<file path="src/rtl/tt_fifo_pkg.sv">
// rtl/tt_fifo_pkg.sv - shared FIFO sizing, status bit positions and pad-direction constant
// Contents: DATA_W, DEPTH, PTR_W, CNT_W, uio_out bit indices, UIO_OE.
package tt_fifo_pkg;

  localparam int DATA_W = 16;
  localparam int DEPTH  = 16;
  localparam int PTR_W  = $clog2(DEPTH);
  localparam int CNT_W  = PTR_W + 1;

  // uio_out status field positions
  localparam int BIT_FULL   = 3;
  localparam int BIT_EMPTY  = 4;
  localparam int BIT_CNT_LO = 5;
  localparam int BIT_CNT_HI = 9;
  localparam int BIT_OVF    = 10;
  localparam int BIT_UNF    = 11;
  localparam int BIT_AF     = 12;
  localparam int BIT_AE     = 13;

  // bits [2:0] are control inputs, the rest drive status
  localparam logic [15:0] UIO_OE = 16'hFFF8;

endpackage

</file>
<file path="src/rtl/fifo_core.sv">
// rtl/fifo_core.sv - synchronous FIFO core: storage, pointers, count, sticky errors, flags
// Ports:
//   clk, rst           clock, asynchronous active-high reset
//   wr, rd, flush      already-qualified requests (enable gating done by the caller)
//   din / dout         write data / registered read data (holds when no read)
//   count              occupancy 0..DEPTH
//   full, empty, almost_full, almost_empty  decodes of count
//   overflow, underflow                     sticky error flags, cleared by flush or reset
module fifo_core
  import tt_fifo_pkg::*;
#(
  parameter int DATA_W = tt_fifo_pkg::DATA_W,
  parameter int DEPTH  = tt_fifo_pkg::DEPTH
) (
  input  logic                       clk,
  input  logic                       rst,
  input  logic                       wr,
  input  logic                       rd,
  input  logic                       flush,
  input  logic [DATA_W-1:0]          din,
  output logic [DATA_W-1:0]          dout,
  output logic [$clog2(DEPTH):0]     count,
  output logic                       full,
  output logic                       empty,
  output logic                       almost_full,
  output logic                       almost_empty,
  output logic                       overflow,
  output logic                       underflow
);

  localparam int PW = $clog2(DEPTH);
  localparam int CW = PW + 1;

  logic [DATA_W-1:0] mem [DEPTH];
  logic [PW-1:0]     wr_ptr;
  logic [PW-1:0]     rd_ptr;

  logic rd_ok;
  logic wr_ok;

  // A read frees a slot in the same edge, so a write to a full FIFO is
  // accepted when paired with a read; the read sees the old word because
  // memory is updated non-blocking.
  assign rd_ok = rd && !empty && !flush;
  assign wr_ok = wr && (!full || rd) && !flush;

  assign full         = (count == CW'(DEPTH));
  assign empty        = (count == '0);
  assign almost_full  = (count >= CW'(DEPTH - 2));
  assign almost_empty = (count <= CW'(2));

  // storage is deliberately not reset
  always_ff @(posedge clk) begin
    if (wr_ok) begin
      mem[wr_ptr] <= din;
    end
  end

  always_ff @(posedge clk or posedge rst) begin
    if (rst) begin
      wr_ptr    <= '0;
      rd_ptr    <= '0;
      count     <= '0;
      dout      <= '0;
      overflow  <= 1'b0;
      underflow <= 1'b0;
    end else if (flush) begin
      wr_ptr    <= '0;
      rd_ptr    <= '0;
      count     <= '0;
      overflow  <= 1'b0;
      underflow <= 1'b0;
    end else begin
      if (wr_ok) begin
        wr_ptr <= wr_ptr + 1'b1;
      end
      if (rd_ok) begin
        rd_ptr <= rd_ptr + 1'b1;
        dout   <= mem[rd_ptr];
      end
      if (wr_ok && !rd_ok) begin
        count <= count + 1'b1;
      end else if (rd_ok && !wr_ok) begin
        count <= count - 1'b1;
      end
      if (wr && full && !rd) begin
        overflow <= 1'b1;
      end
      if (rd && empty) begin
        underflow <= 1'b1;
      end
    end
  end

endmodule

</file>
<file path="src/rtl/tt_um_example.sv">
// rtl/tt_um_example.sv - FIFO top: pin mapping and enable gating around fifo_core
// Ports:
//   clk, rst_n   clock; rst_n is an asynchronous ACTIVE-HIGH reset despite its name
//   ena          block enable, gates wr/rd/flush
//   ui_in        write data
//   uio_in       [0] wr_en, [1] rd_en, [2] flush
//   uo_out       registered read data
//   uio_out      status word (full, empty, count, overflow, underflow, almost flags)
//   uio_oe       constant pad directions
module tt_um_example
  import tt_fifo_pkg::*;
#(
  parameter int DATA_W = tt_fifo_pkg::DATA_W,
  parameter int DEPTH  = tt_fifo_pkg::DEPTH
) (
  input  logic              clk,
  input  logic              rst_n,
  input  logic              ena,
  input  logic [DATA_W-1:0] ui_in,
  input  logic [15:0]       uio_in,
  output logic [DATA_W-1:0] uo_out,
  output logic [15:0]       uio_out,
  output logic [15:0]       uio_oe
);

  localparam int CW = $clog2(DEPTH) + 1;

  logic          wr;
  logic          rd;
  logic          flush;
  logic [CW-1:0] count;
  logic          full;
  logic          empty;
  logic          almost_full;
  logic          almost_empty;
  logic          overflow;
  logic          underflow;
  logic          unused_ctrl;

  assign wr          = ena && uio_in[0];
  assign rd          = ena && uio_in[1];
  assign flush       = ena && uio_in[2];
  assign unused_ctrl = &{1'b0, uio_in[15:3]};

  fifo_core #(
    .DATA_W (DATA_W),
    .DEPTH  (DEPTH)
  ) u_core (
    .clk          (clk),
    .rst          (rst_n),
    .wr           (wr),
    .rd           (rd),
    .flush        (flush),
    .din          (ui_in),
    .dout         (uo_out),
    .count        (count),
    .full         (full),
    .empty        (empty),
    .almost_full  (almost_full),
    .almost_empty (almost_empty),
    .overflow     (overflow),
    .underflow    (underflow)
  );

  always_comb begin
    uio_out                        = '0;
    uio_out[BIT_FULL]              = full;
    uio_out[BIT_EMPTY]             = empty;
    uio_out[BIT_CNT_HI:BIT_CNT_LO] = 5'(count);
    uio_out[BIT_OVF]               = overflow;
    uio_out[BIT_UNF]               = underflow;
    uio_out[BIT_AF]                = almost_full;
    uio_out[BIT_AE]                = almost_empty;
  end

  assign uio_oe = UIO_OE;

endmodule

</file>
<file path="config.mk">
export PLATFORM = sky130hd
export DESIGN_NAME = tt_um_example
export DESIGN_NICKNAME = d
export VERILOG_FILES = /design/src/rtl/tt_fifo_pkg.sv /design/src/rtl/fifo_core.sv /design/src/rtl/tt_um_example.sv
export SDC_FILE = /design/constraint.sdc
export NUM_CORES = 1
export LEC_CHECK = 0
export ABC_CLOCK_PERIOD_IN_PS = 3500
export CAP_MARGIN = 30
export CORE_MARGIN = 4
export CORE_UTILIZATION = 58
export DETAILED_ROUTE_END_ITERATION = 6
export PLACE_DENSITY = 0.77
export SYNTH_ARGS = -nofsm -noshare
export SYNTH_HDL_FRONTEND = slang
export SYNTH_SLANG_ARGS = --single-unit
</file>
<file path="constraint.sdc">
create_clock -name clk -period 3.5 [get_ports clk]
set_input_delay 0.525 -clock clk [delete_from_list [all_inputs] [get_ports clk]]
set_output_delay 0.525 -clock clk [all_outputs]
set_load 0.01 [all_outputs]
</file>
=== Word level (Yosys, flattened, before mapping) ===
Memory sizes are Yosys's and may differ from the RTL's. A register that Yosys moved wholly into a read port is not among the register bits.
Index checks and enable logic that the tools add are counted.
W data, S select, Z words.

* Add/sub/neg operators: 4
* Magnitude comparators: 2
* Eq/ne operators: 1
* Muxes and demuxes: 13
* Bitwise gates (word level): 1
* Reduce and logical (&&, ||, !) cells: 26

{| class="wikitable"
|+ Operators by type and width
! cell !! number
|-
| $mux W4 || 4
|-
| $mux W5 || 3
|-
| $logic_and A1 B1 Y1 || 12
|-
| $add A4 B1 Y4 const B || 2
|-
| $reduce_bool A2 Y1 || 4
|-
| $logic_not A1 Y1 || 6
|-
| $mux W1 || 6
|-
| $add A5 B1 Y5 const B || 1
|-
| $eq A5 B5 Y1 const B || 1
|-
| $ge A5 B4 Y1 const B || 1
|-
| $le A5 B2 Y1 const B || 1
|-
| $logic_not A5 Y1 || 1
|-
| $sub A5 B1 Y5 const B || 1
|-
| $reduce_bool A3 Y1 || 1
|-
| $reduce_and A2 Y1 || 1
|-
| $logic_or A1 B1 Y1 || 1
|-
| $not A1 Y1 || 1
|}

* Register bits after elaboration: 15
* Bits in writable memories: 256
* Input bits: 35
* Output and inout bits: 48
* Word-level logic and storage cells: 53
* Memories kept: 1

{| class="wikitable"
|+ Memory list
! name !! depth !! width !! read ports !! clocked after memory_dff !! wr ports !! line !! source
|-
| u_core.mem || 16 || 16 || 1 || 1 || 1 || fifo_core.sv:34 || <nowiki>logic [DATA_W-1:0] mem [DEPTH];</nowiki>
|}

=== Depth between registers and ports, before layout ===
* Word-level depth: 10
* Depth in mapped cells: 9
* Gate-level depth less buffers: 8

=== By module ===
A second synthesis with hierarchy kept.

* Cells, all modules: 582
* Area total of the unflattened synthesis: 11623.6 um^2

{| class="wikitable"
|+ By module, submodules not included
! module !! instances !! cells an instance !! area each (um^2) !! sequential area each (um^2)
|-
| fifo_core || 1 || 550 || 11394.7 || 8463.1
|-
| tt_um_example || 1 || 32 || 229.0 || 0.0
|}

=== Worst setup path before layout ===
OpenSTA, ideal clock, no wires.

* Path kind: flip-flop to flip-flop
* Start point: register u_core.count[0]
* End point: register u_core.count[4]
* Setup time: 120 ps
* Arrival time: 2775 ps
* Path slack: 605 ps
* Cell stages (with the launch flop): 10
* Path buffers: 1
* Cell sequence: dfrtp_1 -> or4_1 -> buf_6 -> mux2i_4 -> nand2_1 -> fa_1 -> a21o_1 -> a21oi_1 -> mux2_2 -> o211a_1

* Cells in the longest elaborated chain, start to end: 8

{| class="wikitable"
|+ Ends and longest elaborated chain
! what !! line !! source
|-
| start: declaration || fifo_core.sv:22 || <nowiki>output logic [$clog2(DEPTH):0] count,</nowiki>
|-
| start signal: assignment || fifo_core.sv:82 || <nowiki>count <= count + 1'b1;</nowiki>
|-
| start signal: assignment || fifo_core.sv:84 || <nowiki>count <= count - 1'b1;</nowiki>
|-
| branches (longest 8 deep; another with $sub A5 B1 Y5) || -- ||
|}

Several ways; the timed one is not identified. The select of a mux whose other input is x is not followed.
A chain may end at the register's enable or synchronous reset.

=== Worst setup path after layout ===
Ends and elaborated chain as after synthesis.

==> impl_metrics.py <==
metrics = {
    "clock_tree": {
        "cts-hold-fix-buffers": 0,
        "clockBufferDepth": 3,
        "insertion_delay_ns": 0.53,
        "cts_tree": "done",
        "numCtsBuffers": 28,
        "clockRootBuffer": "clkbuf_16",
        "htree_levels": 1,
        "cts.repair.resized": 0,
        "clk_pin_slew_ns": 0.06,
        "cts_setup_buffers": 0,
        "cts.sinks": 287,
    },
    "finish": {
        "fin_area_um2": 13300,
        "diodes": 0,
        "drive_above_1_share_pct": 21.4,
        "final_nets": 705,
        "area_delta_synth_final_pct": 14.8,
    },
    "critical_path": {
        "regToRegEndpoint": "u_core.count[4]$_DFFE_PP0P_",
        "critPathArrivalTime_ns": 3.62,
        "worstPathCellList": "or4_1 > mux2i_4 > nand2_1 > fa_1 > a21o_1 > a21oi_1 > mux2_2 > o211a_1",
        "reg2reg_from": "u_core.count[0]$_DFFE_PP0P_",
        "reg2reg_slack_ns": 0.30,
        "critPathMaxStageDelay_ns": 0.74,
        "end_kind": "flip-flop",
        "critPathKind": "flip-flop to flip-flop",
        "critPathRequiredTime_ns": 3.92,
        "slowest_stage": "or4_1",
        "reg2reg_depth": 8,
        "critPathBufInv": 0,
        "crit_family": "simple AND/OR/NAND/NOR gates",
        "start_kind": "flip-flop",
        "cp_max_fo": 8,
    },
    "drt": {
        "dr.pass1.iters": 5,
        "drc": 0,
        "vias": 5756,
        "vias_per_cell": 6.08,
        "first_iter_violations": 565,
        "drt_wl_total_mm": 23.7,
        "ant_nets": 0,
        "wl_per_cell_um": 25.0,
    },
    "logic_synthesis": {
        "synth-seq-area-share_pct": 72.8,
        "synth_commonest_cells": "edfxtp_1, mux4_2, mux2i_1, dfrtp_1, buf_4",
        "post-synth-top-area-cell": "edfxtp_1",
        "synthesis.area_um2": 11600,
        "synth_cells": 588,
        "syn_avg_cell_area_um2": 19.8,
        "synth_top_area_share_pct": 66.2,
        "yosysWarnings": 0,
        "synth_enable_flop_cells": 256,
        "synth.distinct_cells": 50,
        "synth-main-ff-cell": "edfxtp_1",
        "async_flop_share_pct": 10.8,
        "synth_seq_cells": 287,
        "netlist_top_cells_area": "edfxtp_1, mux4_2, dfrtp_1, mux2i_1, buf_4",
        "yosysMostFrequentCell": "edfxtp_1",
    },
    "floorplan": {
        "dieHeight_um": 150,
        "die_x_um": 150,
        "start_util_pct": 59.3,
        "ioPinCount": 83,
        "dieArea_um2": 22400,
        "core_area_um2": 19600,
        "rows": 51,
    },
    "sta": {
        "finalHoldViolations": 0,
        "min_period_ns": 3.20,
        "rsz0062_at_grt": "false",
        "fmax_mhz": 313,
        "tns_ns": 0,
        "worst_slew_pin_slew_ns": 0.864,
        "setup_viol": 0,
        "finClkSkew_ns": 0.0149,
        "fin_crit_sh_pct": 91.4,
        "holdWs_ns": 0.482,
        "slew_viol_final": 0,
        "slew_headroom_pct": 42.3,
    },
    "global_route": {
        "grt_usage_pct": 21.8,
        "antenna_found_initial": 0,
        "grt_pass1_wl_mm": 36.5,
        "grt_max_degree": 46,
        "grt_pass1_vias": 5959,
        "grt_remaining_overflow": 0,
    },
    "placement": {
        "place_hpwl_mm": 13.5,
        "portBuffers": 48,
        "placed_area_um2": 12400,
        "gp_congestion": 0.786,
    },
    "power_and_ir_drop": {
        "power_per_cell_area_nw_per_um2": 612,
        "p_leak_nw": 4.40,
        "peakVddDrop_mv": 0.460,
    },
    "outcome": {
        "outcome": "complete, no violations",
    },
    "worst_hold_path": {
        "hp-class": "input port to asynchronous set/reset pin",
    },
    "job": {
        "drv_cap": 0,
    },
}
## flip-flops by register name (all words and copies together), names as in the netlist
signal            count
u_core.underflow      1
u_core.rd_ptr         4
u_core.wr_ptr         4
u_core.count          5
u_core.mem          256
u_core.overflow       1
u_core.dout          16
## per-stage QoR
step	power (mW)	utilization [%]	cells	worst slack (ns)
3_3_place_gp	5.29	63.5	895	0.416
2_1_floorplan	4.86	-	607	0.605
5_1_grt	8.50	68.1	946	0.156
3_5_place_dp	5.34	63.5	895	0.326
6_report	8.17	68.1	946	0.301
4_1_cts	8.22	68.1	946	0.317
## area by class of cell
class | count | area [um^2]
well taps | 265 | 332
inverters | 8 | 30.0
fillers | 1257 | 6250
clock inverters | 15 | 121
repair buffers | 82 | 786
multi-input cells | 253 | 2830
clock buffers | 36 | 772
flip-flops and latches | 287 | 8470
## kinds of logic after synthesis
| group | count (synthesis) | share of synthesized area, % |
|---|---|---|
| DFF | 287 | 72.8 |
| other | 2 | 0.0646 |
| AOI/OAI and AO/OA | 53 | 3.68 |
| buffers and inverters | 67 | 3.42 |
| and+or+nand+nor | 67 | 3.05 |
| xor gates and xnor gates | 2 | 0.151 |
| muxes | 100 | 15.6 |
| adders and majority gates | 10 | 1.14 |
## report_power, final
part	switching, mW	total [mW]	internal, mW
sequential	0.182	4.06	3.88
clock	1.20	2.90	1.69
combinational	0.587	1.20	0.617
total	1.97	8.17	6.19
## how the worst max path moves through the flow
| stage | start | end | slack (ns) | cells after the start |
|---|---|---|---|---|
| 3_5_place_dp | u_core.count[0]$_DFFE_PP0P_ | u_core.count[4]$_DFFE_PP0P_ | 0.33 | 8 |
| 5_1_grt | u_core.count[0]$_DFFE_PP0P_ | u_core.count[4]$_DFFE_PP0P_ | 0.16 | 8 |
| 4_1_cts | u_core.count[0]$_DFFE_PP0P_ | u_core.count[4]$_DFFE_PP0P_ | 0.32 | 8 |
| 3_3_place_gp | u_core.count[0]$_DFFE_PP0P_ | u_core.count[4]$_DFFE_PP0P_ | 0.42 | 8 |
| 6_report | u_core.count[0]$_DFFE_PP0P_ | u_core.count[4]$_DFFE_PP0P_ | 0.30 | 8 |
| 2_1_floorplan | u_core.count[0]$_DFFE_PP0P_ | u_core.count[4]$_DFFE_PP0P_ | 0.60 | 9 |
## layer usage
metal / wire, um / global-route usage, % / vias up
met1: 9640 / 31.1 / 2983
met2: 11900 / 36.5 / 240
met4: 334 / 4.21 / 0
li1: - / - / 2502
met5: 0 / 0 / -
met3: 1870 / 3.82 / 31
## placed cells by master (no fill, tap or decap), types with 3 or more instances in the layout
cell	synthesis	final
clkdlybuf4s50_1	0	48
clkinv_2	0	3
conb_1	2	21
and3b_1	3	3
and4_1	4	4
and2_1	13	13
o221ai_1	16	16
buf_12	1	4
a32o_1	3	3
clkinv_1	0	8
nand2_1	23	23
ha_1	9	9
nor2_1	8	8
mux4_2	64	64
buf_4	28	30
mux2i_1	33	33
dfrtp_1	31	28
edfxtp_1	256	256
inv_1	7	7
a211oi_1	5	5
a21oi_1	4	4
o21ai_0	7	7
nand3_1	7	7
clkbuf_1	11	5
clkbuf_16	0	29
a22o_1	5	5
Note: power is estimated with default switching activity, not from simulation.
